<file path="src/rtl/uart2wb_pkg.sv">
// Shared codes and state encoding for the UART-driven Wishbone initiator.
// Command/reply bytes are the host protocol's wire values.
package uart2wb_pkg;

  localparam logic [7:0] CMD_WRITE = 8'h57;  // 'W'
  localparam logic [7:0] CMD_READ  = 8'h52;  // 'R'
  localparam logic [7:0] RSP_OK    = 8'h4B;  // 'K'
  localparam logic [7:0] RSP_ERR   = 8'h3F;  // '?'
  localparam logic [7:0] RSP_TMO   = 8'h54;  // 'T'

  typedef enum logic [2:0] {
    ST_IDLE,
    ST_ADDR,
    ST_DATA,
    ST_BUS,
    ST_RESP
  } state_e;

  function automatic logic [7:0] word_byte(input logic [31:0] w, input logic [1:0] idx);
    return w[{idx, 3'b000} +: 8];
  endfunction

endpackage

</file>
<file path="src/rtl/uart2wb.sv">
// Host-over-UART Wishbone initiator: decodes W/R byte commands, runs one
// classic bus cycle with an ack timeout, and streams the reply bytes back.
module uart2wb
  import uart2wb_pkg::*;
#(
  parameter int addr_width     = 32,
  parameter int data_width     = 32,
  parameter int timeout_cycles = 1024
) (
  input  logic                    clock,
  input  logic                    reset,
  input  logic [7:0]              rx_data,
  input  logic                    rx_valid,
  output logic [7:0]              tx_data,
  output logic                    tx_valid,
  input  logic                    tx_ready,
  output logic [addr_width-1:0]   wb_adr,
  output logic [data_width-1:0]   wb_datwr,
  input  logic [data_width-1:0]   wb_datrd,
  output logic                    wb_we,
  output logic                    wb_stb,
  input  logic                    wb_ack,
  output logic                    wb_cyc,
  output logic [data_width/8-1:0] wb_sel,
  output logic                    busy
);

  localparam int TW = $clog2(timeout_cycles + 1);
  localparam logic [TW-1:0] TMO_LAST = TW'(timeout_cycles - 1);

  state_e                  state_q, state_d;
  logic                    is_wr_q, is_wr_d;
  logic                    multi_q, multi_d;
  logic [1:0]              cnt_q, cnt_d;
  logic [TW-1:0]           tmo_q, tmo_d;
  logic [addr_width-1:0]   adr_q, adr_d;
  logic [data_width-1:0]   datwr_q, datwr_d;
  logic [data_width-1:0]   rdat_q, rdat_d;
  logic [7:0]              tx_data_q, tx_data_d;
  logic                    tx_valid_q, tx_valid_d;
  logic                    cyc_q, cyc_d;
  logic                    we_q, we_d;

  always_comb begin
    state_d    = state_q;
    is_wr_d    = is_wr_q;
    multi_d    = multi_q;
    cnt_d      = cnt_q;
    tmo_d      = tmo_q;
    adr_d      = adr_q;
    datwr_d    = datwr_q;
    rdat_d     = rdat_q;
    tx_data_d  = tx_data_q;
    tx_valid_d = tx_valid_q;
    cyc_d      = cyc_q;
    we_d       = we_q;
    case (state_q)
      ST_IDLE: if (rx_valid) begin
        cnt_d = '0;
        if (rx_data == CMD_WRITE || rx_data == CMD_READ) begin
          is_wr_d = (rx_data == CMD_WRITE);
          state_d = ST_ADDR;
        end else begin
          state_d    = ST_RESP;
          tx_valid_d = 1'b1;
          tx_data_d  = RSP_ERR;
          multi_d    = 1'b0;
        end
      end
      ST_ADDR: if (rx_valid) begin
        adr_d[{cnt_q, 3'b000} +: 8] = rx_data;
        cnt_d = cnt_q + 2'd1;
        if (cnt_q == 2'd3) begin
          if (is_wr_q) begin
            state_d = ST_DATA;
          end else begin
            state_d = ST_BUS;
            cyc_d   = 1'b1;
            we_d    = 1'b0;
            tmo_d   = '0;
          end
        end
      end
      ST_DATA: if (rx_valid) begin
        datwr_d[{cnt_q, 3'b000} +: 8] = rx_data;
        cnt_d = cnt_q + 2'd1;
        if (cnt_q == 2'd3) begin
          state_d = ST_BUS;
          cyc_d   = 1'b1;
          we_d    = 1'b1;
          tmo_d   = '0;
        end
      end
      ST_BUS: begin
        // An ack on the final allowed cycle still wins over the abort.
        if (wb_ack) begin
          state_d    = ST_RESP;
          cyc_d      = 1'b0;
          we_d       = 1'b0;
          tx_valid_d = 1'b1;
          cnt_d      = '0;
          multi_d    = !is_wr_q;
          if (is_wr_q) begin
            tx_data_d = RSP_OK;
          end else begin
            rdat_d    = wb_datrd;
            tx_data_d = wb_datrd[7:0];
          end
        end else if (tmo_q == TMO_LAST) begin
          state_d    = ST_RESP;
          cyc_d      = 1'b0;
          we_d       = 1'b0;
          tx_valid_d = 1'b1;
          tx_data_d  = RSP_TMO;
          cnt_d      = '0;
          multi_d    = 1'b0;
        end else begin
          tmo_d = tmo_q + TW'(1);
        end
      end
      ST_RESP: if (tx_ready) begin
        if (!multi_q || cnt_q == 2'd3) begin
          tx_valid_d = 1'b0;
          state_d    = ST_IDLE;
        end else begin
          cnt_d     = cnt_q + 2'd1;
          tx_data_d = word_byte(rdat_q[31:0], cnt_q + 2'd1);
        end
      end
      default: state_d = ST_IDLE;
    endcase
  end

  always_ff @(posedge clock or negedge reset) begin
    if (!reset) begin
      state_q    <= ST_IDLE;
      is_wr_q    <= 1'b0;
      multi_q    <= 1'b0;
      cnt_q      <= '0;
      tmo_q      <= '0;
      adr_q      <= '0;
      datwr_q    <= '0;
      rdat_q     <= '0;
      tx_data_q  <= '0;
      tx_valid_q <= 1'b0;
      cyc_q      <= 1'b0;
      we_q       <= 1'b0;
    end else begin
      state_q    <= state_d;
      is_wr_q    <= is_wr_d;
      multi_q    <= multi_d;
      cnt_q      <= cnt_d;
      tmo_q      <= tmo_d;
      adr_q      <= adr_d;
      datwr_q    <= datwr_d;
      rdat_q     <= rdat_d;
      tx_data_q  <= tx_data_d;
      tx_valid_q <= tx_valid_d;
      cyc_q      <= cyc_d;
      we_q       <= we_d;
    end
  end

  assign tx_data  = tx_data_q;
  assign tx_valid = tx_valid_q;
  assign wb_adr   = adr_q;
  assign wb_datwr = datwr_q;
  assign wb_we    = we_q;
  assign wb_cyc   = cyc_q;
  assign wb_stb   = cyc_q;
  assign wb_sel   = cyc_q ? '1 : '0;
  assign busy     = (state_q != ST_IDLE);

endmodule

</file>
<file path="config.mk">
export PLATFORM = sky130hd
export DESIGN_NAME = uart2wb
export DESIGN_NICKNAME = d
export VERILOG_FILES = /design/src/rtl/uart2wb_pkg.sv /design/src/rtl/uart2wb.sv
export SDC_FILE = /design/constraint.sdc
export NUM_CORES = 1
export LEC_CHECK = 0
export ABC_AREA = 1
export BUFFER_PORTS_ARGS = -buffer_cell sky130_fd_sc_hd__buf_4
export CORE_MARGIN = 3
export CORE_UTILIZATION = 42
export DETAILED_ROUTE_END_ITERATION = 8
export PLACE_DENSITY = 0.67
export SETUP_SLACK_MARGIN = 0.2
export SLEW_MARGIN = 40
export SYNTH_ARGS = -nofsm -noshare
export SYNTH_HDL_FRONTEND = slang
export SYNTH_SLANG_ARGS = --single-unit
</file>
<file path="constraint.sdc">
create_clock -name clock -period 2.4 [get_ports clock]
set_input_delay 0.72 -clock clock [delete_from_list [all_inputs] [get_ports clock]]
set_output_delay 0.72 -clock clock [all_outputs]
set_load 0.005 [all_outputs]
</file>
==> results of run 1 <==
[state kept, by name, summed over array words and instances, names as in the netlist]
register,count
wb_cyc,1
wb_adr,32
state_q,3
cnt_q,2
tmo_q,11
rdat_q,32
multi_q,1
wb_we,1
tx_data,8
wb_datwr,32
tx_valid,1
is_wr_q,1
[stage by stage]
step / setup WS, ns / total power [uW]
floorplan: 0.324 / 4240
global placement: 0.430 / 5280
detailed placement: 0.414 / 5290
CTS: 0.254 / 7880
global route: 0.210 / 8320
finish: 0.287 / 7810
[critical path, delay by kind of cell (launching register included)]
family	cells	cell delay [ns]
simple gates	2	0.27
flops	1	0.44
buf+inv	3	0.27
[how the worst min path moves through the flow]
stage / endpoint / slack [ns] / startpoint / depth (start not counted)
final: tmo_q[6] / 0.27 / reset / 1
after global routing: tmo_q[6] / 0.28 / reset / 1
after CTS: tmo_q[6] / 0.27 / reset / 1
after detailed placement: rdat_q[12] / 0.46 / rdat_q[12] / 2
after global placement: rdat_q[12] / 0.45 / rdat_q[12] / 2
after floorplan: cnt_q[0] / 0.42 / reset / 0
[power by group through the flow]
stage / logic, uW / registers (uW) / clock network [uW]
floorplan: 1550 / 2700 / 0
global placement: 2530 / 2750 / 0
detailed placement: 2530 / 2760 / 0
CTS: 2570 / 2730 / 2590
global route: 2880 / 2760 / 2680
finish: 2550 / 2730 / 2540
[placed cells by master, fill, tap and decap left out, drive strengths merged]
cell and instances:
nand2 363, buf 136, dfrtp 125, o21ai 88, nor2 57, inv 46
nand3 41, clkbuf 24, nor3 16, ha 6, a21oi 5, clkinv 5
xor2 4, bufinv 3, nand4 3, xnor2 2, nand3b 2, o211ai 2
o22ai 2, nor3b 1, a31oi 1, o21bai 1, clkinvlp 1
[cell families (layout without fill, tap and decap cells)]
group | count (synthesis) | count (layout) | synth area share, %
XOR/XNOR | 6 | 6 | 0.859
flip-flops | 125 | 125 | 51.1
AND/OR/NAND/NOR | 483 | 483 | 32.9
AO/OA/AOI/OAI | 99 | 99 | 8.29
adder cells (fa/ha/maj) | 6 | 6 | 1.23
buffers and inverters | 80 | 215 | 5.63
[cell type report]
type | count | area share (%)
clock buffers | 24 | 6.02
clock inverters | 7 | 1.44
inverters | 48 | 2.32
multi-input cells | 594 | 33.9
flip-flops and latches | 125 | 40.0
well taps | 180 | 2.88
repair buffers | 136 | 13.5
[repair_timing]
| item | 4_1_cts | 5_1_grt |
|---|---|---|
| resized for setup | 2 | 2 |
| buffers inserted | 1 | 0 |
| hold buffers | 0 | 0 |
| setup endpoints to repair | 1 | 9 |
| pin swaps | 1 | 0 |
[layer usage]
metal / wire [um] / global-route usage, % / share of wire (%)
met5: 0 / 0 / 0
met4: 383 / 8.58 / 2.4
met1: 7250 / 27.9 / 46
met2: 7170 / 31.5 / 46
met3: 855 / 4.63 / 5.5
==> metrics.md, run 1 <==
| Metric | Value |
|---|---|
| Layout cell share with drive strength beyond 1 | a little over a fifth |
| DR pass1 iterations | 5 |
| Post-layout minimum cycle time | roughly 2.1 ns |
| Finished Layout Cells | 1114 |
| Asr flop ratio synth | 100% |
| Clk_skew | about 0.0054 ns |
| Clock latency on the worst-skew pair | 0.41 ns |
| Max Freq | 473 MHz |
| FF+latch area | roughly 3100 um2 |
| RD Place Congestion | ~0.90 |
| Seq cells post-synth | about 130 |
| Status | finished clean |
| Top area cells in the synthesized netlist | dfrtp_1 51%, nand2_1 22%, o21ai_1 4.8%, nand3_1 3.1%, nor2_1 2.7% |
| Number of synthesized flops with an enable pin | 0 |
| GRT Util Overall | roughly a fifth |
| Reg2reg start | state_q[2] |
| Clock Tree Buf Depth | 2 |
| Worst-path maximum fanout | 6 |
| Vias in the first global route | about 5300 |
| Area share of the leading cell type in the synthesized netlist | 51.1% |
| Htree depth | 4 |
| CTS Root Cell | clkbuf_16 |
| Internal | just over 5000 uW |
| Cell area after layout | 7830 um2 |
| Final setup viols | 0 |
| Worst-case vdd ir drop | about 0.5 mV |
| Max-cap viol count | 0 |
| Critical Path RT | ~1.7 ns |
| Least-Margin Pin Slew | just under 0.7 ns |
| DRC Markers | 0 |
| Leakage power | between 0.004 and 0.005 uW |
| CP startpoint | state_q[0] |
| Fin Setup TNS | 0 ns |
| Vert. Die Dim | 127 um |
| Syn Inst Count | approximately 800 |
| Sink Count | between 100 and 150 |
| Area taken by multi-input logic gates | 2650 um2 |
| Synth cell types | 33 |
| Worst Setup End Kind | output pin |
| Die area | roughly 16000 um2 |
| Final WL | about 16000 um |
| Vias | approximately 5500 |
| Filler Cells Inserted | between 1000 and 1500 |
| Routed Antenna Nets | 0 |
| Placed Cells | 1082 |
| Slew Limit Fails | 0 |
| Core area | about 14000 um2 |
| R2r setup slk | 0.51 ns |
| Sw Pwr | ~2700 uW |
| Finished Core Util | between 50% and 60% |
| WL per Instance | roughly 14 um |
| Synth Flop Type | dfrtp_1 |
| Sw Share | between 30% and 40% |
| DP HPWL | roughly 12000 um |
| Crit path DAT | 1.39 ns |
| Mapped Nets | 850 |
| Vias/cell | just under 5 |
| Period utilisation layout | 88.0% |
| PD cells | around 1000 nW/um2 |
| Seq pwr share | between 30% and 40% |
| Iter 0 DRT Violations | ~360 |
| Max stage delay on crit path | approximately 0.44 ns |
| Placed cell area | 7230 um2 |
| Worst hold slack | 0.268 ns |
| Synth Cell Area | a little over 6000 um2 |
| Worst Reg-to-Reg Cells | 8 |
| Synth warnings | 0 |
| Cell chain of the critical path | inv_2 -> nand2_1 -> nor2_4 -> inv_1 -> buf_4 |
| Count leader, synth | nand2_1 |
| RSZ-0062 raised after global routing | no |
| Antenna Cells | 0 |
| Hold Crit Class | input port to async pin |
| Worst setup SP type | register |
| Slowest library cell on the worst path | dfrtp_1 |
| Combinational share of power | between 30% and 40% |
| Starting Density | between 40% and 50% |
| Hold Fails Final Rpt | 0 |
| Critical path capture point | busy |
| Clock transition at path regs | about 0.050 ns |
| Port Buffers | between 100 and 150 |
| Syn Area/Cell | 7.65 um2 |
| Top-level I/O count | ~130 |
| Kind of critical path | register to output pin |
| First-pass GRT wire length | about 26000 um |
| Commonest cells in the netlist | 361 x nand2_1, 125 x dfrtp_1, 59 x o21ai_1 |
| Yosys top cell by area | dfrtp_1 |
| Fin nets | approximately 970 |
| Initial antenna violation count | 0 |
| Die width | 127 um |
| # rows | between 40 and 50 |
| Layout area overhead | 28.1% |
| Gr ovfl total | 0 |
| Largest net degree at the start of global routing | 46 |
| CTS tree | built |
| Slew headroom | 53.9% |
| Sequential area share after synthesis | between 50% and 60% |
| Crit Reg-Reg Endpoint | tx_data[0] |
| Clock group share of total power | 32.5% |
| CTS Buf Count | 17 |
No activity file was read; power rests on OpenSTA's default activity.
==> run 2, diff against run 1 <==
PLACE_DENSITY = unset   (was 0.67)
==> run 2 against run 1 <==
Sequential power about the same. Sequential cell count unchanged. Count of clock-buffer cells in the layout decreased by 2. Largest cell class unchanged. Combinational power barely moved. Highest routed layer unchanged. First-iteration DRC count is 13% higher. Via count is 2.1% higher. Clock skew is 0.0032 ns higher.
==> metrics.md, run 2 (synthesized netlist as in run 1, its figures left out) <==
| Metric | Value |
|---|---|
| Top-level I/O count | 126 (unchanged) |
| Dpl ws | 0.366 ns (-0.0479 ns) |
| Commonest non-fill, non-tap cell in the layout | nand2_1 |
| First-pass GRT wire length | 27800 um (+5.5%) |
| Slew headroom | 51.0% (-3.0 points) |
| RSZ-0062 raised after global routing | yes |
| Routed Antenna Nets | 0 (unchanged) |
| Iter 0 DRT Violations | 410 (+13%) |
| Worst Setup End Kind | output pin |
| Max stage delay on crit path | 0.45 ns (about the same) |
| WL per Instance | 14.9 um (+5.7%) |
| Clock Tree Buf Depth | 2 (unchanged) |
| Final WL | 16500 um (+5.4%) |
| DRC Markers | 0 (unchanged) |
| Largest net degree at the start of global routing | 56 (+22%) |
| Clock transition at path regs | 0.05 ns (about the same) |
| Layout area overhead | 26.9% |
| RD Place Congestion | 0.853 (-5.4%) |
| Least-Margin Pin Slew | 0.735 ns (+0.0445 ns) |
| Critical Path RT | 1.68 ns (about the same) |
| Vias/cell | 5.03 (+2.3%) |
| DR pass1 iterations | 5 (unchanged) |
| Max-cap viol count | 0 (unchanged) |
| CTS tree | built |
| Final worst setup slack | 0.248 ns (-0.0390 ns) |
| Crit path DAT | 1.43 ns (+0.04 ns) |
| DP HPWL | 12200 um (+4.2%) |
| Worst setup SP type | register |
| Port Buffers | 125 (unchanged) |
| Worst-path maximum fanout | 6 (unchanged) |
| Initial antenna violation count | 0 (unchanged) |
| Commonest cells after routing, fill and taps aside | 360 x nand2_1, 132 x buf_4, 123 x dfrtp_1 |
| Worst-case vdd ir drop | 0.504 mV (+0.54%) |
| Filler Cells Inserted | 1319 (-2.2%) |
| Vert. Die Dim | 127 um (unchanged) |
| Layout cell share with drive strength beyond 1 | 21.3% (+0.18 points) |
| Slew Limit Fails | 0 (unchanged) |
| Period utilisation layout | 89.6% (+1.6 points) |
| Fin nets | 971 (-0.21%) |
| R2r setup slk | 0.43 ns (-0.08 ns) |
| Fin Setup TNS | 0 ns (unchanged) |
| Hold Fails Final Rpt | 0 (unchanged) |
| Slowest library cell on the worst path | dfrtp_2 |
| Status | finished clean |
| GRT Util Overall | 21.5% (+1.1 points) |
| Die area | 16000 um2 (unchanged) |
| Clock latency on the worst-skew pair | 0.42 ns (about the same) |
| Htree depth | 4 (unchanged) |
| Post-layout minimum cycle time | 2.15 ns (+0.0390 ns) |
| CTS Root Cell | clkbuf_16 |
| Vias | 5589 (+2.1%) |
| Hold Crit Class | input port to async pin |
| Cell chain of the critical path | inv_2 -> nand2_1 -> nor2_4 -> inv_1 -> buf_4 |
| Vias in the first global route | 5524 (+3.3%) |
| Max Freq | 465 MHz (-1.8%) |
| PD cells | 983 nW/um2 (-1.4%) |
| Leakage power | 0.00418 uW (-0.67%) |
| # rows | 43 (unchanged) |
| Sink Count | 125 (unchanged) |
| Kind of critical path | register to output pin |
| Starting Density | 43.6% (unchanged) |
| CTS Buf Count | 17 (unchanged) |
| Post CTS Setup Buffer Count | 0 (-1) |
| Gr ovfl total | 0 (unchanged) |
| Antenna Cells | 0 (unchanged) |
| Core area | 14000 um2 (unchanged) |
| Clk_skew | 0.00861 ns (+0.00320 ns) |
| Die width | 127 um (unchanged) |
| Final setup viols | 0 (unchanged) |
run 2: changes by cell type in the layout (fill, tap and decap cells not counted):
| cell | previous run | this run |
|---|---|---|
| dfrtp_2 | 1 | 2 |
| dfrtp_1 | 124 | 123 |
| clkbuf_8 | 2 | 3 |
| bufinv_16 | 3 | 1 |
| buf_4 | 133 | 132 |
| clkbuf_1 | 5 | 2 |
| buf_12 | 3 | 2 |
| clkinv_2 | 4 | 7 |
run 2: worst max-delay path, delay by kind of cell, from the launching register on:
kind,cells,cell delay (ns)
flops,1,0.45
simple gates,2,0.27
buf+inv,3,0.29
run 2: final timing paths:
| check | start | end | cells after the start |
|---|---|---|---|
| max in group asynchronous | reset | state_q[1] | 2 |
| setup / recovery | state_q[0] | busy | 5 |
| min in group clock | rdat_q[22] | rdat_q[22] | 2 |
| hold / removal | reset | wb_datwr[13] | 1 |
| setup reg to reg | state_q[2] | tx_data[5] | 8 |
| hold reg to reg | rdat_q[22] | rdat_q[22] | 2 |
run 2: per-layer routing:
layer | GRT usage [%] | routed length [um]
met5 | 0 | 0
met4 | 5.87 | 235
met1 | 29.1 | 7680
met2 | 34.3 | 7700
met3 | 5.60 | 881
run 2: per-stage QoR:
step / hold slack, ns / utilization, % / cells / area [um2] / total power (uW)
3_5_place_dp: 0.455 / 51.3 / 1081 / 7210 / 5310
4_1_cts: 0.236 / 55.3 / 1111 / 7760 / 7700
3_3_place_gp: 0.451 / 51.3 / 1081 / 7210 / 5270
2_1_floorplan: 0.424 / - / 799 / 6120 / 4240
5_1_grt: 0.248 / 55.3 / 1111 / 7760 / 8170
6_report: 0.231 / 55.3 / 1111 / 7760 / 7640
run 2: where the power goes:
group | leakage (uW) | internal [uW] | switching [uW]
sequential | 0.00167 | 2450 | 287
clock | 0.000271 | 1480 | 885
combinational | 0.00224 | 963 | 1570
run 2: layout make-up:
type                    count  area [um2]  share of cell area (%)
well taps                 180         225                    2.90
inverters                  48         181                    2.34
clock buffers              22         474                    6.11
repair buffers            134        1030                    13.3
multi-input cells         594        2650                    34.2
clock inverters             8        67.6                   0.870
flip-flops and latches    125        3130                    40.3
run 2: timing repair:
| item | in CTS | in global routing |
|---|---|---|
| hold buffers | 0 | 0 |
| resized for setup | 2 | 3 |
| setup endpoints to repair | 1 | 6 |
==> run 3, diff against run 2 <==
--- a/config.mk
+++ b/config.mk
@@ -11,4 +11,5 @@
 export CORE_UTILIZATION = 42
 export DETAILED_ROUTE_END_ITERATION = 8
+export HOLD_SLACK_MARGIN = 0.02
 export SETUP_SLACK_MARGIN = 0.2
 export SLEW_MARGIN = 40
==> constraint.sdc (replaced) <==
create_clock -name clock -period 2.4 [get_ports clock]
set_input_delay 0.24 -clock clock [delete_from_list [all_inputs] [get_ports clock]]
set_output_delay 0.24 -clock clock [all_outputs]
set_load 0.005 [all_outputs]
==> run 3 against run 2 <==
Worst setup slack improved by 0.20 ns. Register-to-register slack improved by 0.02 ns. Combinational power barely moved. Core utilization rose by 0.95 points. Sequential cell count did not move. Via count rose by 1.5%. Power rose by 0.28%. Non-clock buffer count rose by 13. Critical endpoint is now wb_adr[16]. Largest cell class unchanged. Highest routed layer unchanged.
==> metrics.md, run 3 (synthesized netlist as in run 1, its figures left out) <==
| Metric | Value |
|---|---|
| Status | finished clean |
| GRT busiest layer | met2 |
| Max-cap viol count | 0 (unchanged) |
| Worst Setup End Kind | register |
| Commonest cells after routing, fill and taps aside | 361 x nand2_1, 132 x buf_4, 125 x dfrtp_1 |
| Critical Path RT | 2.75 ns (+1.07 ns) |
| Worst-path maximum fanout | 16 (+10) |
| Final WL | 16800 um (+1.9%) |
| Leakage power | 0.00423 uW (+1.3%) |
| Final setup viols | 0 (unchanged) |
| RSZ-0062 raised after global routing | no |
| Port Buffers | 125 (unchanged) |
| Period utilisation layout | 81.4% (-8.3 points) |
| Combinational share of power | 33.3% (+0.2 points) |
| Commonest non-fill, non-tap cell in the layout | nand2_1 |
| Fin Setup TNS | 0 ns (unchanged) |
| Layout area overhead | 29.1% |
| Grt met1 use | 29.7% (+0.55 points) |
| CTS Root Cell | clkbuf_16 |
| R2r setup slk | 0.45 ns (+0.02 ns) |
| Vias in the first global route | 5569 (+0.81%) |
| RD Place Congestion | 0.841 (-1.3%) |
| Hold Fails Final Rpt | 0 (unchanged) |
| Sw Share | 35.9% (about the same) |
| Sink Count | 125 (unchanged) |
| Routed Antenna Nets | 0 (unchanged) |
| Met2 Use GR | 34.4% (+0.093 points) |
| Iter 0 DRT Violations | 500 (+22%) |
| Initial antenna violation count | 0 (unchanged) |
| Met3 usage | 4.38% (-1.2 points) |
| DRC Markers | 0 (unchanged) |
| Worst hold slack | 0.0296 ns (-0.201 ns) |
| Post-layout minimum cycle time | 1.95 ns (-0.199 ns) |
| Clk_skew | 0.00687 ns (-0.00175 ns) |
| Filler Cells Inserted | 1348 (+2.2%) |
| Vias/cell | 5.04 (+0.17%) |
| Layout cell share with drive strength beyond 1 | 20.5% (-0.76 points) |
| Crit path DAT | 2.30 ns (+0.87 ns) |
| Seq pwr share | 35.5% (-0.4 points) |
| Vert. Die Dim | 127 um (unchanged) |
| CTS tree | built |
| Least-Margin Pin Slew | 0.724 ns (-0.0108 ns) |
| Gr ovfl total | 0 (unchanged) |
| Largest net degree at the start of global routing | 52 (-7.1%) |
| Clock group share of total power | 31.3% (+0.3 points) |
| Slew Limit Fails | 0 (unchanged) |
| Worst setup SP type | register |
| DR pass1 iterations | 5 (unchanged) |
| Kind of critical path | register to register |
| Die area | 16000 um2 (unchanged) |
| PD cells | 969 nW/um2 (-1.4%) |
| Max Freq | 512 MHz (+10%) |
| First-pass GRT wire length | 27900 um (+0.42%) |
| Antenna Cells | 0 (unchanged) |
| Sw Pwr | 2750 uW (+0.32%) |
| Hold Crit Class | input port to register |
| Slew headroom | 51.7% (+0.72 points) |
| Core area | 14000 um2 (unchanged) |
| DP HPWL | 12400 um (+1.6%) |
| Starting Density | 43.6% (unchanged) |
| Die width | 127 um (unchanged) |
| CTS Buf Count | 17 (unchanged) |
| Top-level I/O count | 126 (unchanged) |
| GRT Util Overall | 21.6% (+0.15 points) |
| Clock latency on the worst-skew pair | 0.42 ns (about the same) |
| Clock Tree Buf Depth | 2 (unchanged) |
| Htree depth | 4 (unchanged) |
| Internal | 4910 uW (+0.26%) |
| Fin nets | 984 (+1.3%) |
| WL per Instance | 14.9 um (+0.56%) |
| Post CTS Setup Buffer Count | 0 (unchanged) |
| Vias | 5674 (+1.5%) |
| Clock transition at path regs | 0.05 ns (about the same) |
| # rows | 43 (unchanged) |
| Worst-case vdd ir drop | 0.650 mV (+29%) |
## run 3: cell type report
type                            instances  area [um2]  share of cell area, %
Timing Repair Buffer                  147        1160                   14.7
Clock inverter                          7        62.6                  0.792
Sequential cell                       125        3130                   39.6
Inverter                               48         181                   2.30
Multi-Input combinational cell        594        2650                   33.6
Tap cell                              180         225                   2.85
Clock buffer                           25         485                   6.15
## run 3: critical path, stage by stage, from the launching register on
cell	delay [ns]
dfrtp_1	0.42
inv_1	0.09
ha_1	0.20
inv_1	0.25
nand2_1	0.38
nor3_1	0.37
nand2_1	0.11
nand2_1	0.07
## run 3: what timing repair did
action	4_1_cts	5_1_grt
setup endpoints to repair	0	7
hold endpoints to repair	36	0
hold buffers	13	0
resized for setup	0	2
## run 3: layer usage
metal / vias up / share of wire, % / wire (um)
met1: 2666 / 47 / 7820
met3: 27 / 5.0 / 846
met4: 0 / 2.2 / 362
met2: 181 / 46 / 7790
li1: 2800 / - / -
met5: - / 0 / 0
## run 3: per-stage QoR
| stage | cells | worst slack, ns | area, um2 | power [uW] | util [%] |
|---|---|---|---|---|---|
| finish | 1126 | 0.447 | 7900 | 7660 | 56.2 |
| floorplan | 799 | 0.324 | 6120 | 4240 | - |
| detailed placement | 1081 | 0.422 | 7210 | 5290 | 51.3 |
| global placement | 1081 | 0.520 | 7210 | 5250 | 51.3 |
| global route | 1126 | 0.249 | 7900 | 8150 | 56.2 |
| CTS | 1126 | 0.400 | 7890 | 7710 | 56.2 |
## run 3: power by group through the flow
stage               Combinational (uW)  Sequential (uW)  Clock (uW)
finish                            2550             2710        2390
global route                      2870             2750        2530
CTS                               2560             2710        2430
detailed placement                2540             2740           0
global placement                  2520             2730           0
floorplan                         1550             2700           0
## run 3: path summary, 6_finish.rpt
kind                               from  depth (start not counted)         end
setup / recovery               cnt_q[1]                          7  wb_adr[16]
hold / removal             wb_datrd[31]                          3  rdat_q[31]
setup reg to reg               cnt_q[1]                          7  wb_adr[16]
hold reg to reg               rdat_q[8]                          2   rdat_q[8]
max in group asynchronous         reset                          3   rdat_q[6]
min in group asynchronous         reset                          2  wb_adr[10]
